**config.mk**
```make
export PLATFORM = sky130hd
export DESIGN_NAME = y_sig_compactor
export DESIGN_NICKNAME = d
export VERILOG_FILES = /design/src/rtl/ysig_pkg.sv /design/src/rtl/ysig_misr_step.sv /design/src/rtl/y_sig_compactor.sv
export SDC_FILE = /design/constraint.sdc
export NUM_CORES = 1
export LEC_CHECK = 0
export BUFFER_PORTS_ARGS = -buffer_cell sky130_fd_sc_hd__buf_2
export CORE_AREA = 3 3 135 137
export CTS_CLUSTER_DIAMETER = 150
export DETAILED_ROUTE_END_ITERATION = 8
export DIE_AREA = 0 0 138 140
export GPL_ROUTABILITY_DRIVEN = 0
export PLACE_DENSITY = 0.67
export SYNTH_ARGS = -nofsm -noshare
export SYNTH_HDL_FRONTEND = slang
export SYNTH_SLANG_ARGS = --single-unit
```
**constraint.sdc**
```tcl
create_clock -name clk -period 2.5 [get_ports clk]
set_input_delay 0.625 -clock clk [delete_from_list [all_inputs] [get_ports clk]]
set_output_delay 0.625 -clock clk [all_outputs]
set_load 0.01 [all_outputs]
```
**src/rtl/ysig_pkg.sv**
```systemverilog
// Shared definitions for the y-vector signature compactor.
// Holds the default widths and MISR constants, the state encoding and the
// fold function that reduces the y vector to one signature-wide word.
package ysig_pkg;

  localparam int unsigned DEF_Y_W   = 284;
  localparam int unsigned DEF_SIG_W = 32;
  localparam int unsigned DEF_CNT_W = 16;
  localparam logic [31:0] DEF_POLY  = 32'h04C1_1DB7;
  localparam logic [31:0] DEF_SEED  = 32'hFFFF_FFFF;

  // Number of signature-wide chunks after zero-extending y
  localparam int unsigned NUM_CHUNKS = (DEF_Y_W + DEF_SIG_W - 1) / DEF_SIG_W;

  typedef logic [1:0] state_t;
  localparam state_t ST_IDLE    = 2'd0;
  localparam state_t ST_WARMUP  = 2'd1;
  localparam state_t ST_COMPACT = 2'd2;
  localparam state_t ST_HOLD    = 2'd3;

  // XOR of all chunks of y, zero-extended to a whole number of chunks
  function automatic logic [DEF_SIG_W-1:0] fold(input logic [DEF_Y_W-1:0] y);
    logic [NUM_CHUNKS*DEF_SIG_W-1:0] ext;
    logic [DEF_SIG_W-1:0]            acc;
    ext              = '0;
    ext[DEF_Y_W-1:0] = y;
    acc              = '0;
    for (int i = 0; i < int'(NUM_CHUNKS); i++) begin
      acc = acc ^ ext[i*DEF_SIG_W +: DEF_SIG_W];
    end
    return acc;
  endfunction

endpackage

```
**src/rtl/ysig_misr_step.sv**
```systemverilog
// One combinational MISR step (Galois form).
// Ports:
//   sig      current signature
//   fold     folded response word to absorb
//   sig_next signature after shifting, polynomial feedback and absorption
module ysig_misr_step #(
  parameter int unsigned       SIG_W = 32,
  parameter logic [SIG_W-1:0]  POLY  = 32'h04C1_1DB7
) (
  input  logic [SIG_W-1:0] sig,
  input  logic [SIG_W-1:0] fold,
  output logic [SIG_W-1:0] sig_next
);

  always_comb begin
    sig_next = {sig[SIG_W-2:0], 1'b0} ^ (sig[SIG_W-1] ? POLY : '0) ^ fold;
  end

endmodule

```
**src/rtl/y_sig_compactor.sv**
```systemverilog
// Compresses the upstream y vector into a MISR signature over a programmed
// window: IDLE -> WARMUP (discard) -> COMPACT (absorb) -> HOLD (handshake).
// Ports:
//   clk, rst_n        clock and asynchronous active-low reset
//   start             begin a run (honoured only in IDLE)
//   warmup_cycles     samples discarded after start
//   compact_cycles    samples absorbed into the signature
//   y_in              response vector
//   busy              high in WARMUP or COMPACT
//   sig_valid         signature available (HOLD)
//   sig_ready         consumer accepts signature
//   sig_out           signature register
// Optional (macro YSIG_CMP_EN): exp_sig input, sig_match / sig_mismatch
// outputs evaluated on the edge that enters HOLD, cleared by start.
// Y_W and SIG_W must match the package defaults used by fold().
module y_sig_compactor
  import ysig_pkg::*;
#(
  parameter int unsigned      Y_W   = DEF_Y_W,
  parameter int unsigned      SIG_W = DEF_SIG_W,
  parameter logic [SIG_W-1:0] POLY  = DEF_POLY,
  parameter logic [SIG_W-1:0] SEED  = DEF_SEED,
  parameter int unsigned      CNT_W = DEF_CNT_W
) (
  input  logic             clk,
  input  logic             rst_n,
  input  logic             start,
  input  logic [CNT_W-1:0] warmup_cycles,
  input  logic [CNT_W-1:0] compact_cycles,
  input  logic [Y_W-1:0]   y_in,
  output logic             busy,
  output logic             sig_valid,
  input  logic             sig_ready,
  output logic [SIG_W-1:0] sig_out
`ifdef YSIG_CMP_EN
  ,
  input  logic [SIG_W-1:0] exp_sig,
  output logic             sig_match,
  output logic             sig_mismatch
`endif
);

  localparam logic [CNT_W-1:0] CNT_ONE = CNT_W'(1);

  state_t           state_q, state_d;
  logic [SIG_W-1:0] sig_q, sig_d;
  logic [CNT_W-1:0] warm_q, warm_d;
  logic [CNT_W-1:0] comp_q, comp_d;
  logic [SIG_W-1:0] fold_val;
  logic [SIG_W-1:0] step_next;

  assign fold_val = fold(y_in);

  ysig_misr_step #(
    .SIG_W (SIG_W),
    .POLY  (POLY)
  ) u_step (
    .sig      (sig_q),
    .fold     (fold_val),
    .sig_next (step_next)
  );

  always_comb begin
    state_d = state_q;
    sig_d   = sig_q;
    warm_d  = warm_q;
    comp_d  = comp_q;
    case (state_q)
      ST_IDLE: begin
        if (start) begin
          sig_d  = SEED;
          warm_d = warmup_cycles;
          comp_d = compact_cycles;
          if (warmup_cycles != '0)       state_d = ST_WARMUP;
          else if (compact_cycles != '0) state_d = ST_COMPACT;
          else                           state_d = ST_HOLD;
        end
      end
      ST_WARMUP: begin
        if (warm_q != '0) warm_d = warm_q - CNT_ONE;
        // Leave on the edge that consumes the last warmup cycle
        if (warm_q <= CNT_ONE) state_d = (comp_q != '0) ? ST_COMPACT : ST_HOLD;
      end
      ST_COMPACT: begin
        // y_in only reaches the signature here, so X elsewhere is harmless
        sig_d = step_next;
        if (comp_q != '0) comp_d = comp_q - CNT_ONE;
        if (comp_q <= CNT_ONE) state_d = ST_HOLD;
      end
      ST_HOLD: begin
        if (sig_ready) state_d = ST_IDLE;
      end
      default: state_d = ST_IDLE;
    endcase
  end

  always_ff @(posedge clk or negedge rst_n) begin
    if (!rst_n) begin
      state_q <= ST_IDLE;
      sig_q   <= SEED;
      warm_q  <= '0;
      comp_q  <= '0;
    end else begin
      state_q <= state_d;
      sig_q   <= sig_d;
      warm_q  <= warm_d;
      comp_q  <= comp_d;
    end
  end

  assign busy      = (state_q == ST_WARMUP) || (state_q == ST_COMPACT);
  assign sig_valid = (state_q == ST_HOLD);
  assign sig_out   = sig_q;

`ifdef YSIG_CMP_EN
  logic hold_entry;
  assign hold_entry = (state_d == ST_HOLD) && (state_q != ST_HOLD);

  // Compare the value being registered on the HOLD entry edge; this takes
  // priority over the start clear when a zero-length run enters HOLD at once.
  always_ff @(posedge clk or negedge rst_n) begin
    if (!rst_n) begin
      sig_match    <= 1'b0;
      sig_mismatch <= 1'b0;
    end else if (hold_entry) begin
      sig_match    <= (sig_d == exp_sig);
      sig_mismatch <= (sig_d != exp_sig);
    end else if ((state_q == ST_IDLE) && start) begin
      sig_match    <= 1'b0;
      sig_mismatch <= 1'b0;
    end
  end
`endif

endmodule

```
Word level (Yosys, flattened, before mapping) --
Cells that the tools add are included.
Storage, ports and cells: output and inout bits 34, logic and storage cells 56, register bits after elaboration 66, bits of input ports 320
Operators by class: equality and inequality tests 9, reduce and logical (&&, ||, !) cells 12, multiplexer cells 17, $add $sub $neg 2, bitwise logic cells 10, order comparisons 2
Operators by type and width (count):
- XOR 32 bit | 9
- two-way mux 16 bit | 4
- case mux 16 bit (2 select lines) | 2
- case mux 32 bit (2 select lines) | 1
- nonzero test 16 bit | 4
- less-or-equal comparator 16 x 1 -> 1 bit (second input constant) | 2
- two-way mux 32 bit | 1
- subtractor 16 x 1 -> 16 bit (second input constant) | 2
- XOR 32 x 28 -> 32 bit | 1
- two-way mux 27 bit | 1
- two-way mux 2 bit | 5
- != test 2 bit (second input constant) | 5
- case mux 2 bit (4 select lines) | 1
- AND reduction 3 bit | 2
- equality test 2 bit (second input constant) | 2
- AND reduction 4 bit | 1
- nonzero test 2 bit | 2
- equality test 2 x 1 -> 1 bit (second input constant) | 1
- logical NOT 2 bit | 1
- two-way mux 1 bit | 2
- != test 2 x 1 -> 1 bit (second input constant) | 1
- AND reduction 2 bit | 1
- logical OR 1 bit | 1

Logic depth before layout (Yosys ltp) --
word-level depth 10, mapped depth 9

By module --
A second synthesis with hierarchy kept.
Second synthesis, totals: cell total of the unflattened synthesis 659, area total of the unflattened synthesis 6323.6 sq um
By module, submodules not included:
- y_sig_compactor | cells each 626, area an instance 5818.1 sq um, times used 1
- ysig_misr_step | cells each 33, area an instance 505.5 sq um, times used 1

Worst setup path before layout --
No wires, ideal clock.
path type register -> register, from reg state_q[0], to reg comp_q[0], buffers on the path 2, setup slack 311 ps, arrival 2106 ps, stages on the path, launching flop included 10, cell sequence dfrtp_1 inv_1 ha_1 buf_2 inv_1 o21ai_1 a21boi_1 clkbuf_1 o211ai_1 o21ai_0
Between the ends: longest elaborated chain between the ends 3
RTL lines:
- start, declared | RTL line y_sig_compactor.sv:45 | state_t state_q, state_d;
- start signal, assigned | RTL line y_sig_compactor.sv:104 | state_q <= state_d;
- equality test 2 bit or logical NOT 2 bit (tied branches) | RTL line y_sig_compactor.sv:68 | case (state_q)
- != test 2 bit (no source line) or nonzero test 2 bit (tied branches)
- AND reduction 3 bit (no source line)
- end signal, assigned | RTL line y_sig_compactor.sv:107 | comp_q <= comp_d;
- end, declared | RTL line y_sig_compactor.sv:48 | logic [CNT_W-1:0] comp_q, comp_d;
Parallel ways exist; a longest one is shown, timed or not. A chain may end at the register's enable or synchronous reset.

Worst setup path after layout --
from reg warm_q[0], to reg warm_q[10]
Between the ends: longest elaborated chain between the ends 3
RTL lines:
- start, declared | RTL line y_sig_compactor.sv:47 | logic [CNT_W-1:0] warm_q, warm_d;
- start signal, assigned | RTL line y_sig_compactor.sv:106 | warm_q <= warm_d;
- subtractor 16 x 1 -> 16 bit or nonzero test 16 bit (tied branches) | RTL line y_sig_compactor.sv:80 | if (warm_q != '0) warm_d = warm_q - CNT_ONE;
- two-way mux 16 bit or != test 2 bit (tied branches)
- case mux 16 bit (2 select lines) or AND reduction 3 bit (tied branches)
Parallel ways exist; a longest one is shown, timed or not. The select of a mux whose other input is x is not followed.

==> results.md <==
- The flow ran to the end, and the final reports show no timing, DRC or antenna violations.
- The startpoint type of the worst setup path is a flip-flop.
- The share of the Yosys chip area taken by registers is 0.2737.
- The number of rows in the core area is 48.
- The remaining antenna violation count is 0.
- The layout has roughly 1700 filler cells.
- The die covers 19320 um^2.
- The synthesized netlist contains 52 unique library cells.
- The clock insertion delay at the later pin of the skew report is around 0.34 ns.
- The tool flagged a number of max-cap violations equal to 0.
- The number of port buffers is about 350.
- The biggest area contributor in the post-synthesis netlist is sky130_fd_sc_hd__xnor2_1.
- For the worst setup path, the data required time is 2.73 ns.
- Headroom to the max-slew limit came out at 0.4106.
- Of the cells placed in the final design, the portion with a size suffix greater than 1 is 0.4201.
- Of the available clock period, the critical path in the final layout requires 0.8919.
- After floorplanning, the core was sized to cover 17180 um^2.
- After synthesis, the share of flip-flops with an asynchronous set or reset is 1.000.
- Once the clock tree was built, the resizer swapped 0 gates to a different size.
- The footprint of the multi-input gates is 4360 um^2.
- Before antenna repair, the detailed router went through 6 iterations.
- A synthesized cell averages 9.295 um^2.
- After global routing the overflow that remains totals 0.
- The overall via count from detail_route is 6030.
- The final setup violation count is 0.
- The number of antenna violations at the first check in global routing is 5.
- Clock tree synthesis inserted a total of 9 buffers.
- The static leakage is 3.616 nW.
- The finished layout cell area is 8583 um^2.
- The final critical delay including setup and external delays is approximately 2.2 ns.
- The type of the worst setup path is flip-flop to flip-flop.
- Summing all flip-flop and latch instances after layout gives 1692 um^2.
- The number of ports placed on the die boundary is 354.
- The worst register-to-register path begins at warm_q[0].
- Synthesis produced between 600 and 700 cells.
- The total negative slack is 0 ns.
- The total standard cell area after synthesis is roughly 6200 um^2.
- The final total power is around 0.0083 W.
- The post-CTS setup buffer count is 0.
- The total of warnings raised by yosys is 0.
- The first-pass GRT wire length is 32.35 mm.
- Across all hold checks on the routed design, the worst slack comes to 0.4060 ns.
- By area the synthesized netlist is led by sky130_fd_sc_hd__xnor2_1 (35%), sky130_fd_sc_hd__dfrtp_1 (14%), sky130_fd_sc_hd__dfstp_2 (14%), sky130_fd_sc_hd__xor2_1 (6.9%), sky130_fd_sc_hd__o22a_1 (4.7%).
- The final hold violation count is 0.
- The post-layout net count is 1352.
- At the worst endpoint, the arrival time is 2.46 ns.
- The count of hold-fix buffers inserted at cts is 0.
- The count of flip-flops with a built-in enable after synthesis is 0.
- The reg-to-reg endpoint is warm_q[10].
- The depth of the most critical reg-to-reg path is 7.
- The largest net degree at the start of global routing is 67.
- The via density per instance is 4.816.
- The placed wire-length estimate after detailed placement is about 18 mm.
- The power per cell area is 965.1 nW/um^2.
- Summed over all layers, the routed wires come to 21.10 mm.
- The starting utilization of the core area is 0.3598.
- The kind of path behind the tightest hold check is input port to async pin.
- The CTS tree is done.
- The total cell area at the placement stage is ~8300 um^2.
- The TritonCTS sink count is 66.
- The die span in x is 138 um.
- The share of synthesized area in the top cell type comes to 0.3514.
- Among all flip-flop cells after synthesis, the most frequent one is sky130_fd_sc_hd__dfrtp_1.
- The via count of the first global-routing pass is just over 6000.
- The die is approximately 140 um tall.
- The violation count after the first detailed-route iteration is 296.
- The worst-case register-to-register setup slack is 0.27 ns.
- The clock-pin slew of the registers on the worst-case setup and hold paths is 0.06 ns.
- From synthesis to final layout, the design area changed by 38.87%.
- The synthesized flop and latch total is 66.
- Setup repair after global routing left no endpoint under its margin.
- The count of pins over their slew limit came to 0.
- Along the worst path, the maximum fanout reaches 5.
- The slew at the pin closest to its max-slew limit is 0.8841 ns.
- The remaining routing DRC violations is 0.
- Across every metal layer, demand over resource in global routing totals 0.2113.
- The buffer levels on the longest clock path is 2.
- The worst IR drop on VDD is around 0.00042 V.
- STA classifies the critical path endpoint as a flip-flop.
- Once layout is complete, the utilization of the core stands at 0.4997.
- Across the routed clock network, the largest skew measured is 0.006634 ns.
- The cell chosen for the clock root is sky130_fd_sc_hd__clkbuf_16.
- Dividing the detail-routed wire length by the instance count gives around 17 um.
- Static timing analysis puts the maximum clock frequency at about 0.45 GHz.
- The H-tree was split into 3 levels.
- Counting every net in the synthesized netlist gives 996.
[cell type report]
| type | count | share of cell area |
|---|---|---|
| Multi-Input combinational cell | 563 | 0.5080 |
| Inverter | 12 | 0.005248 |
| Antenna cell | 1 | 0.0002915 |
| Clock inverter | 5 | 0.006997 |
| Tap cell | 225 | 0.03280 |
| Sequential cell | 66 | 0.1971 |
| Clock buffer | 11 | 0.02945 |
| Timing Repair Buffer | 369 | 0.2201 |
[how the worst max path moves through the flow]
stage	start	endpoint	slack, ns	depth (start not counted)
finish	warm_q[0]	warm_q[10]	0.27	7
global route	warm_q[0]	warm_q[10]	0.10	7
CTS	warm_q[0]	warm_q[10]	0.29	7
detailed placement	warmup_cycles[14]	state_q[0]	0.26	6
global placement	warmup_cycles[14]	state_q[0]	0.29	6
floorplan	state_q[0]	comp_q[0]	0.31	9
[power by group]
part	internal [W]	switching, W	total [W]	leakage [nW]
clock	0.000832	0.000521	0.00135	0.153
combinational	0.00237	0.00233	0.00470	2.73
sequential	0.00166	0.000572	0.00223	0.735
total	0.00486	0.00342	0.00828	3.62
[cell usage after synthesis (4+ instances only)]
library cell / instances
sky130_fd_sc_hd__nand4_1: 7
sky130_fd_sc_hd__nor2_1: 22
sky130_fd_sc_hd__xor2_1: 49
sky130_fd_sc_hd__inv_1: 12
sky130_fd_sc_hd__o21ai_0: 21
sky130_fd_sc_hd__nand2_1: 33
sky130_fd_sc_hd__nor4_1: 16
sky130_fd_sc_hd__o221a_2: 4
sky130_fd_sc_hd__buf_2: 4
sky130_fd_sc_hd__o22ai_1: 7
sky130_fd_sc_hd__o22a_1: 33
sky130_fd_sc_hd__nand3_1: 12
sky130_fd_sc_hd__a31oi_1: 5
sky130_fd_sc_hd__or4_1: 5
sky130_fd_sc_hd__mux2i_1: 9
sky130_fd_sc_hd__dfstp_2: 32
sky130_fd_sc_hd__xnor2_1: 248
sky130_fd_sc_hd__a21oi_1: 26
sky130_fd_sc_hd__nor3_1: 12
sky130_fd_sc_hd__ha_1: 11
sky130_fd_sc_hd__dfrtp_1: 34
sky130_fd_sc_hd__clkbuf_1: 18
[critical path, stage by stage (launching register included)]
cell	delay, ns
sky130_fd_sc_hd__dfrtp_1	0.42
sky130_fd_sc_hd__inv_1	0.13
sky130_fd_sc_hd__ha_1	0.23
sky130_fd_sc_hd__or3b_2	0.54
sky130_fd_sc_hd__nor4_1	0.38
sky130_fd_sc_hd__mux2i_1	0.24
sky130_fd_sc_hd__nand2_1	0.07
sky130_fd_sc_hd__o221a_2	0.12
[per-layer routing]
metal / global-route usage / wire length, um / vias up
li1: - / - / 3013
met3: 0.08057 / 1890 / 31
met4: 0.05512 / 343 / 8
met5: 0 / 51 / -
met2: 0.3705 / 10550 / 241
met1: 0.2425 / 8266 / 2737
[logic make-up after synthesis]
group	count (synthesis)	share of synthesized area
buf+inv	36	0.02267
compound gates	121	0.1370
flops	66	0.2737
xor+xnor	297	0.4208
simple gates	122	0.1034
fa+ha+maj	11	0.02227
mux	12	0.02004
[cell usage in the layout, fill, tap and decap left out, types with 21 or more instances in the layout]
master	synthesis	routed
sky130_fd_sc_hd__o21ai_0	21	21
sky130_fd_sc_hd__buf_2	4	352
sky130_fd_sc_hd__dfrtp_1	34	34
sky130_fd_sc_hd__a21oi_1	26	26
sky130_fd_sc_hd__o22a_1	33	33
sky130_fd_sc_hd__xnor2_1	248	248
sky130_fd_sc_hd__nor2_1	22	22
sky130_fd_sc_hd__xor2_1	49	49
sky130_fd_sc_hd__nand2_1	33	33
sky130_fd_sc_hd__dfstp_2	32	32
[flip-flops by register name, summed over array words and instances (netlist names)]
register / cells
state_q: 2
warm_q: 16
comp_q: 16
sig_out: 32
[stage by stage]
step / cells / setup WS [ns]
finish: 1252 / 0.2702
global route: 1252 / 0.1048
CTS: 1251 / 0.2941
detailed placement: 1235 / 0.2605
global placement: 1235 / 0.2942
floorplan: 665 / 0.3110
No activity file was read; power rests on OpenSTA's default activity.
